## src/rtl/sipo_pkg.sv

```systemverilog
// Shared constants and sizing helpers for the serial-in/parallel-out collector.
// Optional feature macro: SIPO_PARITY_EN (adds a trailing even-parity bit per frame).
package sipo_pkg;

  localparam int unsigned WIDTH_DEF = 4;

  function automatic int unsigned cnt_width(input int unsigned w);
    return $clog2(w + 1);
  endfunction

  function automatic int unsigned frame_len(input int unsigned w);
`ifdef SIPO_PARITY_EN
    return w + 1;
`else
    return w;
`endif
  endfunction

  localparam int unsigned CNT_W     = cnt_width(WIDTH_DEF);
  localparam int unsigned FRAME_LEN = frame_len(WIDTH_DEF);

endpackage

```

## src/rtl/sipo_if.sv

```systemverilog
// Serial input and parallel word handshake bundle for sipo_collector.
// Optional feature macro: SIPO_PARITY_EN (adds parity_err).
interface sipo_if
  import sipo_pkg::*;
#(
  parameter int unsigned WIDTH = WIDTH_DEF
);
  logic             shift_en;
  logic             Din;
  logic             clear;
  logic             out_ready;
  logic [WIDTH-1:0] Dout;
  logic             out_valid;
  logic             overrun;
`ifdef SIPO_PARITY_EN
  logic             parity_err;

  modport master (output shift_en, Din, clear, out_ready,
                  input  Dout, out_valid, overrun, parity_err);
  modport slave  (input  shift_en, Din, clear, out_ready,
                  output Dout, out_valid, overrun, parity_err);
`else
  modport master (output shift_en, Din, clear, out_ready,
                  input  Dout, out_valid, overrun);
  modport slave  (input  shift_en, Din, clear, out_ready,
                  output Dout, out_valid, overrun);
`endif
endinterface

```

## src/rtl/sipo_shift_reg.sv

```systemverilog
// WIDTH-bit MSB-first shift register with enable, synchronous clear and async reset.
module sipo_shift_reg #(
  parameter int unsigned WIDTH = 4
) (
  input  logic             clk,
  input  logic             reset,
  input  logic             en,
  input  logic             clr,
  input  logic             din,
  output logic [WIDTH-1:0] q
);

  always_ff @(posedge clk or posedge reset) begin
    if (reset)
      q <= '0;
    else if (clr)
      q <= '0;
    else if (en)
      q <= {q[WIDTH-2:0], din};
  end

endmodule

```

## src/rtl/sipo_collector.sv

```systemverilog
// Assembles MSB-first serial bits into WIDTH-bit words with valid/ready output and sticky overrun.
// Optional feature macro: SIPO_PARITY_EN (even-parity bit after each word, parity_err pulse).
module sipo_collector
  import sipo_pkg::*;
#(
  parameter int unsigned WIDTH = WIDTH_DEF
) (
  input  logic  Clk,
  input  logic  reset,
  sipo_if.slave bus
);

  localparam int unsigned   CW   = cnt_width(WIDTH);
  localparam int unsigned   FLEN = frame_len(WIDTH);
  localparam logic [CW-1:0] LAST = CW'(FLEN - 1);

  logic [CW-1:0]    cnt;
  logic [WIDTH-1:0] sr;
  logic [WIDTH-1:0] word;
  logic [WIDTH-1:0] dout_q;
  logic             valid_q;
  logic             ovr_q;
  logic             sr_en;
  logic             ok;
  logic             done;

`ifdef SIPO_PARITY_EN
  logic perr_q;

  // Parity slot: register holds the finished word, so the parity bit is only checked, never shifted.
  assign sr_en = bus.shift_en && (cnt != LAST);
  assign word  = sr;
  assign ok    = ~(^sr ^ bus.Din);
  assign bus.parity_err = perr_q;
`else
  logic sr_msb_unused;

  assign sr_en = bus.shift_en;
  assign word  = {sr[WIDTH-2:0], bus.Din};
  assign ok    = 1'b1;
  assign sr_msb_unused = sr[WIDTH-1];
`endif

  assign done = bus.shift_en && !bus.clear && (cnt == LAST);

  sipo_shift_reg #(.WIDTH(WIDTH)) u_sr (
    .clk   (Clk),
    .reset (reset),
    .en    (sr_en),
    .clr   (bus.clear),
    .din   (bus.Din),
    .q     (sr)
  );

  always_ff @(posedge Clk or posedge reset) begin
    if (reset) begin
      cnt     <= '0;
      dout_q  <= '0;
      valid_q <= 1'b0;
      ovr_q   <= 1'b0;
`ifdef SIPO_PARITY_EN
      perr_q  <= 1'b0;
`endif
    end else begin
      if (bus.clear) begin
        cnt   <= '0;
        ovr_q <= 1'b0;
      end else if (bus.shift_en) begin
        cnt <= (cnt == LAST) ? '0 : cnt + 1'b1;
      end

      if (valid_q && bus.out_ready)
        valid_q <= 1'b0;

      if (done && ok) begin
        if (!valid_q || bus.out_ready) begin
          dout_q  <= word;
          valid_q <= 1'b1;
        end else begin
          ovr_q <= 1'b1;
        end
      end
`ifdef SIPO_PARITY_EN
      perr_q <= done && !ok;
`endif
    end
  end

  assign bus.Dout      = dout_q;
  assign bus.out_valid = valid_q;
  assign bus.overrun   = ovr_q;

endmodule

```

## src/flat_wrapper.sv

```systemverilog
// flat-port wrapper written by rule: the top's interface ports become plain ports
module sipo_collector_flat import sipo_pkg::*;
#(
  parameter int unsigned WIDTH = WIDTH_DEF
)
  (Clk, reset, bus_shift_en, bus_Din, bus_clear, bus_out_ready, bus_Dout, bus_out_valid, bus_overrun);
  sipo_if #(.WIDTH(WIDTH)) bus_i ();
  input  logic Clk;
  input  logic reset;
  input wire logic [$bits(bus_i.shift_en)-1:0] bus_shift_en;
  input wire logic [$bits(bus_i.Din)-1:0] bus_Din;
  input wire logic [$bits(bus_i.clear)-1:0] bus_clear;
  input wire logic [$bits(bus_i.out_ready)-1:0] bus_out_ready;
  output wire logic [$bits(bus_i.Dout)-1:0] bus_Dout;
  output wire logic [$bits(bus_i.out_valid)-1:0] bus_out_valid;
  output wire logic [$bits(bus_i.overrun)-1:0] bus_overrun;
  assign bus_i.shift_en = bus_shift_en;
  assign bus_i.Din = bus_Din;
  assign bus_i.clear = bus_clear;
  assign bus_i.out_ready = bus_out_ready;
  assign bus_Dout = bus_i.Dout;
  assign bus_out_valid = bus_i.out_valid;
  assign bus_overrun = bus_i.overrun;
  sipo_collector #(.WIDTH(WIDTH)) u_core (.Clk(Clk), .reset(reset), .bus(bus_i));
endmodule
```

## config.mk

```make
export PLATFORM = sky130hd
export DESIGN_NAME = sipo_collector_flat
export DESIGN_NICKNAME = d
export VERILOG_FILES = /design/src/rtl/sipo_pkg.sv /design/src/rtl/sipo_if.sv /design/src/rtl/sipo_shift_reg.sv /design/src/rtl/sipo_collector.sv /design/src/flat_wrapper.sv
export SDC_FILE = /design/constraint.sdc
export NUM_CORES = 1
export LEC_CHECK = 0
export BUFFER_PORTS_ARGS = -buffer_cell sky130_fd_sc_hd__buf_2
export CORE_MARGIN = 3
export CORE_UTILIZATION = 40
export CTS_CLUSTER_DIAMETER = 30
export DETAILED_ROUTE_END_ITERATION = 8
export SLEW_MARGIN = 30
export SYNTH_ARGS = -nofsm -noshare
export SYNTH_HDL_FRONTEND = slang
export SYNTH_SLANG_ARGS = --single-unit
```

## constraint.sdc

```tcl
create_clock -name Clk -period 1.8 [get_ports Clk]
set_clock_uncertainty 0.2 [all_clocks]
set_input_delay 0.27 -clock Clk [delete_from_list [all_inputs] [get_ports Clk]]
set_output_delay 0.27 -clock Clk [all_outputs]
set_load 0.1 [all_outputs]
```

# After elaboration in Yosys (flattened, before gate mapping)
# Index checks and enable logic that the tools add are counted.
[op_classes]
n_mux = 11
reduce_logical = 8
n_mul = 0
n_bitwise = 0
n_eq_ne = 1
div_mod_pow = 0
n_lt_le_gt_ge = 0
n_shift = 0
add_sub_neg = 1
[ops]
columns = ["operator", "count"]
rows = [
  ["3-bit two-way mux", 5],
  ["1-bit two-way mux", 6],
  ["3-bit by 1-bit adder with 3-bit output, second input constant", 1],
  ["3-bit by 2-bit == test with 1-bit output, second input constant", 1],
  ["1-bit logical AND", 3],
  ["1-bit logical NOT", 2],
  ["2-bit AND reduction", 1],
  ["2-bit nonzero test", 1],
  ["1-bit logical OR", 1],
]
[totals]
in_bits = 6
latch_bits = 0
romBits = 0
ram_bits = 0
regBits = 12
mem_count = 0
wordCells = 26
out_inout_bits = 6

# Logic depth before layout (Yosys ltp)
# Gate-level depths: netlist (run 1).
[depth]
word_depth = 4
depth_mapped = 4
mapped_depth_nobuf = 4

# Cells and area by module
# A second synthesis (run 1) with hierarchy kept.
[unflattened]
hier_cells = 45
area_unflattened_um2 = 570.5
[by_module_without_submodules]
columns = ["module", "cells_per_inst", "area_per_inst_um2", "instances", "seq_area_each_um2"]
rows = [
  ["sipo_collector", 31, 406.6, 1, 225.2],
  ["sipo_shift_reg", 14, 163.9, 1, 100.1],
]

# Worst setup path before layout (run 1)
# No wires, ideal clock.
[synth_path]
path_type = "register -> register"
start = "register u_core.valid_q, in the netlist u_core.bus.out_valid"
end = "register u_core.dout_q[0], in the netlist u_core.bus.Dout[0]"
setup_time_ns = 0.126
required_time_ns = 1.474
synth_period_minus_slack_ns = 1.942
stages_incl_launch_ff = 4
path_buffers = 0
slack_ns = -0.142
arrival_time_ns = 1.616
path_cell_list = "dfrtp_1 -> nand2b_1 -> nand4b_4 -> mux2_2"
[synth_via]
elab_chain_len = 3
[synth_lines]
columns = ["element", "line_no", "text"]
rows = [
  ["start: declaration", "sipo_collector.sv:21", "logic valid_q;"],
  ["start signal: assignment", "sipo_collector.sv:59", "valid_q <= 1'b0;"],
  ["start signal: assignment", "sipo_collector.sv:73", "valid_q <= 1'b0;"],
  ["start signal: assignment", "sipo_collector.sv:78", "valid_q <= 1'b1;"],
  ["1-bit logical NOT", "sipo_collector.sv:76", "if (!valid_q || bus.out_ready) begin"],
  ["1-bit logical OR", "sipo_collector.sv:76", ""],
  ["2-bit AND reduction (no source line)", "--", ""],
  ["end signal: assignment", "sipo_collector.sv:77", "dout_q <= word;"],
  ["end: declaration", "sipo_collector.sv:20", "logic [WIDTH-1:0] dout_q;"],
]
# Every way passes these cells.
# A chain may end at the register's enable or synchronous reset.

# Final worst setup path (run 1)
[layout_path]
start = "register u_core.cnt[0]"
end = "register u_core.dout_q[3], in the netlist u_core.bus.Dout[3]"
[layout_via]
elab_chain_len = 3
[layout_lines]
columns = ["element", "line_no", "text"]
rows = [
  ["start: declaration", "sipo_collector.sv:17", "logic [CW-1:0] cnt;"],
  ["start signal: assignment", "sipo_collector.sv:69", "cnt <= (cnt == LAST) ? '0 : cnt + 1'b1;"],
  ["3-bit by 2-bit == test with 1-bit output", "sipo_collector.sv:44", "assign done = bus.shift_en && !bus.clear && (cnt == LAST);"],
  ["1-bit logical AND", "sipo_collector.sv:44", ""],
  ["2-bit AND reduction (no source line)", "--", ""],
]
# Every way passes these cells.

==> key figures, run 1 <==
STA
  • Final min period: about 1.6 ns
  • Unrepaired setup endpoints after global routing: false
  • Final Cycle Share: between 80% and 90%
  • Max-slew violations: 0
  • Hold Vio Cnt, Final: 0
  • Slew headroom: approximately 68%
  • Worst slew pin tran: 0.487 ns
  • Setup Total Neg Slack: 0 ns
  • Fmax: around 0.64 GHz
  • Setup Viol. Count Final: 0

Synthesis
  • XOR/XNOR Fraction of Synth Area: 0%
  • Cell variety after synth: 18
  • Multiplexer area fraction after synthesis: between 10 and 15%
  • Gate Count Post-Synth: 43
  • Synth Warn #: 0
  • Synth Area in Simple Gates: 17.8%
  • Mapped cell area: 536 um^2
  • Mapped Avg Cell Area: ~12 um^2
  • Largest family of logic cells by synthesized area: simple AND/OR/NAND/NOR gates
  • Sequential share of the synthesized area: about 56%
  • Post-Synth Adder-Cell Area: between 2 and 2.5%
  • Complex-gate fraction of the synthesized area: 5.84%
  • Net Count, Synth: 50
  • Synthesized flop and latch total: 12

Job
  • Maxcap violations: 0

Min path
  • Worst hold path cell count: 2
  • Hold Crit Class: input pin to flip-flop
  • Hold_sp: bus_Din
  • Hold Path Sink: u_core.bus.Dout[0]

Placed design
  • Global placement routability congestion: 0.739
  • # port buffers: 11
  • Hpwl dp: 754 um

Clock network
  • PostCTS Resize Cnt: 0
  • Postcts setup bufs: 0
  • Root buf cell: clkbuf_4
  • Hold Buf Count CTS: 1
  • Total CTS buffers: 3
  • CTS tree: done
  • CTS Sinks: 12
  • # H-tree levels: 1
  • Worst-path clk slew: approximately 0.08 ns
  • Bufs on Longest Clock Path: 2
  • Worst-Skew Late Latency: between 0.2 and 0.3 ns

Layout
  • Diode count: 0
  • # fillers: roughly 120
  • Multi-input gate area: roughly 210 um^2
  • Final core occ: roughly 54%
  • Nets@finish: 65
  • Area delta synth->final: 20.6%
  • Most frequent cells in the layout: buf_2 (11), dfrtp_1 (11), mux2_2 (4), nor2_1 (4)
  • Share of cells above drive strength 1: 38.6%
  • Reg area: slightly above 300 um^2

Global routing
  • Total GRT Usage: 13.4%
  • Largest net degree at the start of global routing: 13
  • Gr ovfl total: 0
  • Global-route wire length before repair: ~1800 um
  • Vias in the first global route: 382
  • Initial antenna violation count: 0

Floorplanning
  • Core Region: around 1200 um^2
  • # IOs: 12
  • Row count: 12
  • Die height: about 43 um
  • Die ar.: roughly 1800 um^2
  • Die W: 42.6 um
  • Initial Util: between 40 and 50%

Routing
  • DRC: 0
  • Via density: 5.07
  • DR pass1 iterations: 4
  • Final ANT Viol Nets: 0
  • Routed vias: 360
  • WL per Instance: around 14 um
  • Final WL: 974 um
  • DR iter-0 viols: 8

Pwr
  • Clock power share: a little over a third
  • P_int: 0.426 mW
  • Sw Ratio: a little over a quarter
  • Pwr dens: between 900 and 1000 nW/um^2
  • Comb power frac: 14.8%
  • Sw Pwr: about 0.16 mW
  • Leak: about 0.36 nW
  • Worst vdd ir: between 0.4 and 0.5 mV
  • Sequential share of power: 48.9%

Worst setup path
  • R2R Path Start: u_core.cnt[0]
  • FF-to-FF setup slack: 0.24 ns
  • CP endpoint kind: flip-flop
  • Crit path kind: flip-flop to flip-flop
  • Crit path required time: between 1.5 and 2 ns
  • Worst R2R End: u_core.bus.Dout[3]
  • R2R depth: 4
  • Crit-path max FO: 4
  • Crit path arrival time: ~1.5 ns
  • CP startpoint kind: flip-flop

Run status
  • Status: completed
-- power by group through the flow --
stage | combinational [mW] | clock [mW] | sequential, mW
floorplan | 0.0298 | 0 | 0.330
global placement | 0.0838 | 0 | 0.291
detailed placement | 0.0859 | 0 | 0.292
CTS | 0.0880 | 0.217 | 0.287
global route | 0.0932 | 0.235 | 0.288
finish | 0.0866 | 0.213 | 0.287
-- worst max-delay path, cell delays in order, from the launching register on --
cell and delay [ns]:
dfrtp_1 0.40, ha_1 0.23, nor2b_4 0.15, nand4b_4 0.12
mux2_2 0.35
-- per-stage QoR --
step / total power [mW] / cell area (um^2) / hold slack, ns / setup slack (ns) / instances
floorplan: 0.360 / 537 / -0.0654 / 0.168 / 43
global placement: 0.375 / 599 / 0.0744 / 0.301 / 66
detailed placement: 0.378 / 599 / 0.0985 / 0.246 / 66
CTS: 0.592 / 646 / 0.0411 / 0.232 / 71
global route: 0.617 / 646 / 0.0375 / 0.188 / 71
finish: 0.586 / 646 / 0.0453 / 0.239 / 71
-- worst max-delay path by stage --
stage,from,endpoint,slack (ns),depth (start not counted)
final,u_core.cnt[0],u_core.bus.Dout[3],0.24,4
after global routing,u_core.cnt[0],u_core.bus.Dout[3],0.19,4
after CTS,u_core.cnt[0],u_core.bus.Dout[3],0.23,4
after detailed placement,u_core.cnt[0],u_core.bus.Dout[3],0.25,4
after global placement,u_core.cnt[0],u_core.bus.Dout[3],0.30,4
after floorplan,u_core.bus.out_valid,u_core.bus.Dout[0],0.17,3
-- registers in the layout, summed over array words and instances (netlist names) --
name                  cells
u_core.bus.Dout           4
u_core.cnt                3
u_core.u_sr.q             3
u_core.bus.out_valid      1
u_core.bus.overrun        1
-- synth_stat cells --
library cell	n	area, um^2
nor2b_4	1	13.8
a41oi_1	1	8.76
buf_2	2	10.0
inv_1	3	11.3
o21ai_0	1	5.00
nand2b_1	3	18.8
mux2_2	4	45.0
or2b_1	1	7.51
dfrtp_1	12	300
nand3_1	1	5.00
mux2i_1	3	30.0
a21oi_1	2	10.0
nand2_1	1	3.75
nor2_1	4	15.0
a211oi_1	1	7.51
nand4b_4	1	23.8
ha_1	1	12.5
nand3b_1	1	7.51
-- per-layer routing --
layer | up-vias | track usage, % | share of wire [%]
met4 | 0 | 7.45 | 1.0
met3 | 2 | 3.00 | 4.6
met2 | 10 | 19.8 | 49
met1 | 172 | 18.0 | 45
met5 | - | 0 | 0
li1 | 176 | - | -
-- area by class of cell --
type                    count  share of cell area [%]
multi-input cells          26                    33.1
repair buffers             12                    10.1
flip-flops and latches     12                    46.7
clock buffers               4                    5.62
inverters                   3                    1.74
well taps                  14                    2.71
-- kinds of logic after synthesis --
| family | count (synthesis) |
|---|---|
| adders and majority gates | 1 |
| buffers and inverters | 5 |
| AOI/OAI and AO/OA | 5 |
| DFF | 12 |
| and+or+nand+nor | 13 |
| muxes | 7 |
Power figures use the tool's default switching activity.
==> run 2, diff against run 1 <==
--- a/config.mk
+++ b/config.mk
@@ -5,11 +5,15 @@
 export SDC_FILE = /design/constraint.sdc
 export NUM_CORES = 1
 export LEC_CHECK = 0
+export ABC_AREA = 1
 export BUFFER_PORTS_ARGS = -buffer_cell sky130_fd_sc_hd__buf_2
+export CELL_PAD_IN_SITES_DETAIL_PLACEMENT = 1
+export CELL_PAD_IN_SITES_GLOBAL_PLACEMENT = 1
 export CORE_MARGIN = 3
-export CORE_UTILIZATION = 40
+export CORE_UTILIZATION = 36
 export CTS_CLUSTER_DIAMETER = 30
 export DETAILED_ROUTE_END_ITERATION = 8
+export PLACE_DENSITY_LB_ADDON = 0.1
 export SLEW_MARGIN = 30
 export SYNTH_ARGS = -nofsm -noshare
 export SYNTH_HDL_FRONTEND = slang
==> run 2 against run 1 <==
Critical path type is now flip-flop to output pin; non-clock buffer count did not move; sequential power about the same; worst setup slack improved by 0.032 ns; largest power group unchanged; critical path depth shrank 3; worst hold slack got worse by 0.0071 ns; highest routed layer unchanged; global-route usage decreased by 0.64 points.
==> key figures, run 2 <==
STA
  • Unrepaired setup endpoints after global routing: false
  • Final WS setup: roughly 0.27 ns
  • Slew headroom: between 60% and 70%
  • Worst slew pin tran: around 0.5 ns
  • Hold Vio Cnt, Final: 0
  • Setup Viol. Count Final: 0
  • Final min period: ~1.5 ns
  • Final Cycle Share: between 80% and 90%
  • Setup Total Neg Slack: 0 ns
  • Worst hold slack: around 0.038 ns
  • Max-slew violations: 0
  • Fmax: 0.654 GHz

Synthesis
  • Largest area contributor in the netlist: dfrtp_1
  • Async SR Flop Fraction: 100%
  • Top cells by count, synth: nand2_1 (17), dfrtp_1 (12), nand3_1 (8)
  • Synthesized flop and latch total: 12
  • Mapped cell area: 523 um^2
  • Largest cells by area after synthesis: dfrtp_1 (57%), nand2_1 (12%), nand3_1 (7.7%)
  • Yosys top cell area share: between 50% and 60%
  • Post-synth top flop: dfrtp_1
  • Net Count, Synth: 64
  • Gate Count Post-Synth: 57
  • Count leader, synth: nand2_1
  • Mapped Avg Cell Area: about 9.2 um^2
  • Post-synth EDFFs: 0
  • Synth Warn #: 0
  • Sequential share of the synthesized area: about 57%
  • Cell variety after synth: 14

Worst setup path
  • Crit-path leading delay family: buffers and inverters
  • CP bufs+invs: 1
  • Crit path required time: between 1 and 1.5 ns
  • Crit path kind: flip-flop to output pin
  • CP endpoint kind: output pin
  • CP startpoint kind: flip-flop
  • Critical Path Max Stage Delay: about 0.43 ns
  • CP max stage cell: buf_2
  • Crit path arrival time: 1.06 ns
  • Crit-path max FO: 2
  • Critical-path cell list: buf_2

Pwr
  • Leak: 0.343 nW
  • Pwr dens: between 800 and 900 nW/um^2
  • Worst vdd ir: 0.334 mV
  • Tot Pwr: ~0.55 mW

Placed design
  • Dpl cells: between 80 and 90
  • # port buffers: 11
  • Placed Instance Area: around 600 um^2
  • Global placement routability congestion: around 0.71
  • Pre-CTS setup slack: roughly 0.46 ns
  • Hpwl dp: roughly 870 um

Routing
  • Routed vias: 422
  • Final ANT Viol Nets: 0
  • DR pass1 iterations: 3
  • Via density: 4.85
  • DRC: 0
  • WL per Instance: 12.1 um
  • Final WL: around 1100 um
  • DR iter-0 viols: 6

Layout
  • Nets@finish: 81
  • Non-Filler Instances: 87
  • Share of cells above drive strength 1: 27.8%
  • # fillers: 174
  • Commonest non-fill, non-tap cell in the layout: nand2_1
  • Diode count: 0
  • Fin area: ~630 um^2
  • Area delta synth->final: 20.3%
  • Max FFs per register: 4
  • Final core occ: between 40% and 50%
  • Most frequent cells in the layout: nand2_1 (17), dfrtp_1 (12), buf_2 (11), nand3_1 (8), inv_1 (6)

Clock network
  • Worst-path clk slew: ~0.070 ns
  • Worst-Skew Late Latency: 0.26 ns
  • CTS tree: done
  • PostCTS Resize Cnt: 0
  • Bufs on Longest Clock Path: 2
  • CTS Sinks: 12
  • Root buf cell: clkbuf_4
  • # H-tree levels: 1
  • Total CTS buffers: 3

Floorplanning
  • Die ar.: ~1900 um^2
  • # IOs: 12
  • Row count: 13
  • Die height: 44.1 um
  • Core Region: 1330 um^2
  • Initial Util: between 30% and 40%
  • Die W: between 40 and 50 um

Global routing
  • Vias in the first global route: about 430
  • Total GRT Usage: about an eighth
  • Largest net degree at the start of global routing: 13
  • Global-route wire length before repair: approximately 1800 um
  • Gr ovfl total: 0
  • Initial antenna violation count: 0

Run status
  • Status: completed

Job
  • Maxcap violations: 0

Min path
  • Hold Crit Class: input pin to flip-flop
[run 2: layout make-up]
| cell class | instances | area [um^2] | area share (%) |
|---|---|---|---|
| Clock buffer | 3 | 22.5 | 3.58 |
| Inverter | 8 | 30.0 | 4.77 |
| Tap cell | 15 | 18.8 | 2.98 |
| Multi-Input combinational cell | 37 | 193 | 30.6 |
| Timing Repair Buffer | 12 | 65.1 | 10.3 |
| Sequential cell | 12 | 300 | 47.7 |
[run 2: cells by family after synthesis]
logic type,Yosys count,share of synthesized area (%)
simple gates,30,28.0
fa+ha+maj,1,2.39
flops,12,57.4
buf+inv,8,5.74
compound gates,6,6.46
[run 2: path summary, 6_finish.rpt]
path                               startpoint                   end  slack (ns)  cells past startpoint
max                        u_core.bus.Dout[3]           bus_Dout[3]        0.27                      1
min                              bus_shift_en         u_core.cnt[2]        0.04                      2
max reg2reg                     u_core.cnt[0]    u_core.bus.Dout[3]        0.47                      6
min reg2reg                u_core.bus.Dout[2]    u_core.bus.Dout[2]        0.28                      2
max in group asynchronous               reset  u_core.bus.out_valid        0.72                      3
min in group asynchronous               reset      u_core.u_sr.q[2]        0.36                      3
[run 2: repair_timing]
action,in CTS,in global routing
hold buffers,1,0
endpoints found under the hold margin,12,0
buffers inserted,0,0
[run 2: where the power goes]
group	switching, mW	total, mW	internal (mW)
sequential	0.00754	0.290	0.283
clock	0.0797	0.157	0.0772
combinational	0.0846	0.105	0.0203
total	0.172	0.552	0.380
[run 2: layer usage]
| metal | vias to the layer above | share of wire, % | track usage, % |
|---|---|---|---|
| met5 | - | 0 | 0 |
| met1 | 194 | 48 | 15.9 |
| met2 | 14 | 43 | 19.8 |
| met3 | 2 | 8.0 | 3.66 |
| met4 | 0 | 0.85 | 7.23 |
| li1 | 212 | - | - |
==> run 3, diff against run 2 <==
==> constraint.sdc (replaced) <==
create_clock -name Clk -period 1.45 [get_ports Clk]
set_clock_uncertainty 0.2 [all_clocks]
set_input_delay 0.2175 -clock Clk [delete_from_list [all_inputs] [get_ports Clk]]
set_output_delay 0.2175 -clock Clk [all_outputs]
set_load 0.1 [all_outputs]
==> run 3 against run 2 <==
Critical path type is now input pin to flip-flop; via count increased by 8.3%; sequential cell count unchanged; highest routed layer unchanged; final cell count increased by 6.9%; clock-buffer cell count increased by 1; cell area increased by 24%; total power increased by 38%; combinational power increased by 66%.
==> key figures, run 3 (synthesized netlist as in run 2, its figures left out) <==
Layout
  • # fillers: about 150
  • Share of cells above drive strength 1: a little under a third
  • Non-Filler Instances: 93
  • Area delta synth->final: 49.8%
  • Most frequent cells in the layout: nand2_1 (17), dfrtp_1 (11), nand3_1 (8), inv_1 (6), buf_12 (6)
  • Diode count: 0
  • Commonest non-fill, non-tap cell in the layout: nand2_1
  • Nets@finish: between 80 and 90
  • Max FFs per register: 4

Routing
  • Via density: a little under 5
  • Final WL: approximately 1200 um
  • Routed vias: 457
  • Final ANT Viol Nets: 0
  • DR pass1 iterations: 4
  • DRC: 0
  • DR iter-0 viols: 5
  • WL per Instance: about 13 um

Global routing
  • Initial antenna violation count: 0
  • Vias in the first global route: between 400 and 500
  • Total GRT Usage: 13.5%
  • Gr ovfl total: 0
  • Global-route wire length before repair: 1860 um
  • Largest net degree at the start of global routing: 13

Pwr
  • Leak: between 0.3 and 0.4 nW
  • Sw Pwr: between 0.2 and 0.25 mW
  • Pwr dens: ~1000 nW/um^2
  • Sequential share of power: 47.9%
  • Sw Ratio: 31.8%
  • Worst vdd ir: between 0.6 and 0.7 mV
  • Clock power share: between 20 and 30%
  • Comb power frac: a little under a quarter
  • Tot Pwr: approximately 0.76 mW
  • P_int: 0.521 mW

Placed design
  • Dpl cells: a little over 80
  • Hpwl dp: approximately 890 um
  • Pre-CTS setup slack: between 0.08 and 0.09 ns
  • # port buffers: 11
  • Global placement routability congestion: about 0.75

Clock network
  • Total CTS buffers: 3
  • Worst-Skew Late Latency: 0.28 ns
  • Bufs on Longest Clock Path: 2
  • CTS tree: done
  • # H-tree levels: 1
  • Root buf cell: clkbuf_4
  • Worst-path clk slew: roughly 0.080 ns
  • CTS Sinks: 12

STA
  • Worst slew pin tran: roughly 0.45 ns
  • Worst hold slack: about 0.12 ns
  • Setup Total Neg Slack: 0 ns
  • Fmax: around 0.74 GHz
  • Hold Vio Cnt, Final: 0
  • Final WS setup: approximately 0.09 ns
  • Final Cycle Share: 93.6%
  • Slew headroom: 69.9%
  • Max-slew violations: 0
  • Final min period: ~1.4 ns
  • Setup Viol. Count Final: 0

Worst setup path
  • Worst R2R End: u_core.bus.Dout[0]
  • CP endpoint kind: flip-flop
  • R2R depth: 6
  • Crit-path max FO: 6
  • Crit path kind: input pin to flip-flop
  • FF-to-FF setup slack: ~0.11 ns
  • Crit path required time: 1.47 ns
  • CP startpoint kind: input pin
  • R2R Path Start: u_core.cnt[0]
  • Crit path arrival time: ~1.4 ns

Floorplanning
  • Die ar.: between 1500 and 2000 um^2
  • # IOs: 12
  • Row count: 13
  • Initial Util: around 39%
  • Die W: between 40 and 50 um
  • Core Region: 1330 um^2
  • Die height: 44.1 um

Min path
  • Hold Crit Class: input pin to flip-flop
  • Worst hold path cell count: 3
  • Hold Path Sink: u_core.cnt[2]
  • Hold_sp: bus_shift_en

Job
  • Maxcap violations: 0

Run status
  • Status: completed
[run 3: stage by stage]
stage	util, %	instance area, um^2
after floorplan	-	524
after global placement	51.6	688
after detailed placement	51.6	688
after CTS	56.6	754
after global routing	58.7	783
final	58.7	783
[run 3: layout make-up]
type                       count  area, um^2  share of cell area [%]
sequential                    12         302                    38.5
timing repair buffer          17         209                    26.7
multi-input combinational     37         195                    24.9
inverter                       8        32.5                    4.15
clock buffer                   4        26.3                    3.35
tap                           15        18.8                    2.40
[run 3: timing repair]
action,4_1_cts,5_1_grt
setup buffers,0,2
setup endpoints to repair,0,4
hold buffers,4,0
gates resized for setup,0,5
hold endpoints to repair,14,0
[run 3: per-layer routing]
layer  global-route usage (%)  vias up  wire (um)
met5                        0        -          0
met1                     15.4      212        502
met3                     4.88        3         72
met2                     20.9       14        649
met4                     9.04        0         22
li1                         -      228          -
[run 3: worst max path at each step]
stage | from | end | slack [ns]
CTS | bus_clear | u_core.bus.Dout[0] | 0.06
global placement | u_core.cnt[0] | u_core.bus.Dout[2] | 0.17
global route | u_core.cnt[0] | u_core.bus.Dout[0] | -0.03
detailed placement | u_core.cnt[0] | u_core.bus.Dout[0] | 0.08
floorplan | u_core.bus.out_valid | u_core.bus.Dout[0] | 0.02
finish | bus_clear | u_core.bus.Dout[0] | 0.09
[run 3: critical path, stage by stage]
cell,delay (ns)
dlygate4sd3_1,0.52
buf_2,0.16
inv_4,0.09
nand2_2,0.08
nor2_4,0.14
nand3_1,0.09
nand2_1,0.08
[run 3: power groups by stage]
stage               sequential (mW)  combinational [mW]  clock, mW
floorplan                     0.431              0.0350          0
global placement              0.372               0.156          0
detailed placement            0.374               0.159          0
CTS                           0.367               0.167      0.226
global route                  0.369               0.183      0.245
finish                        0.366               0.174      0.224
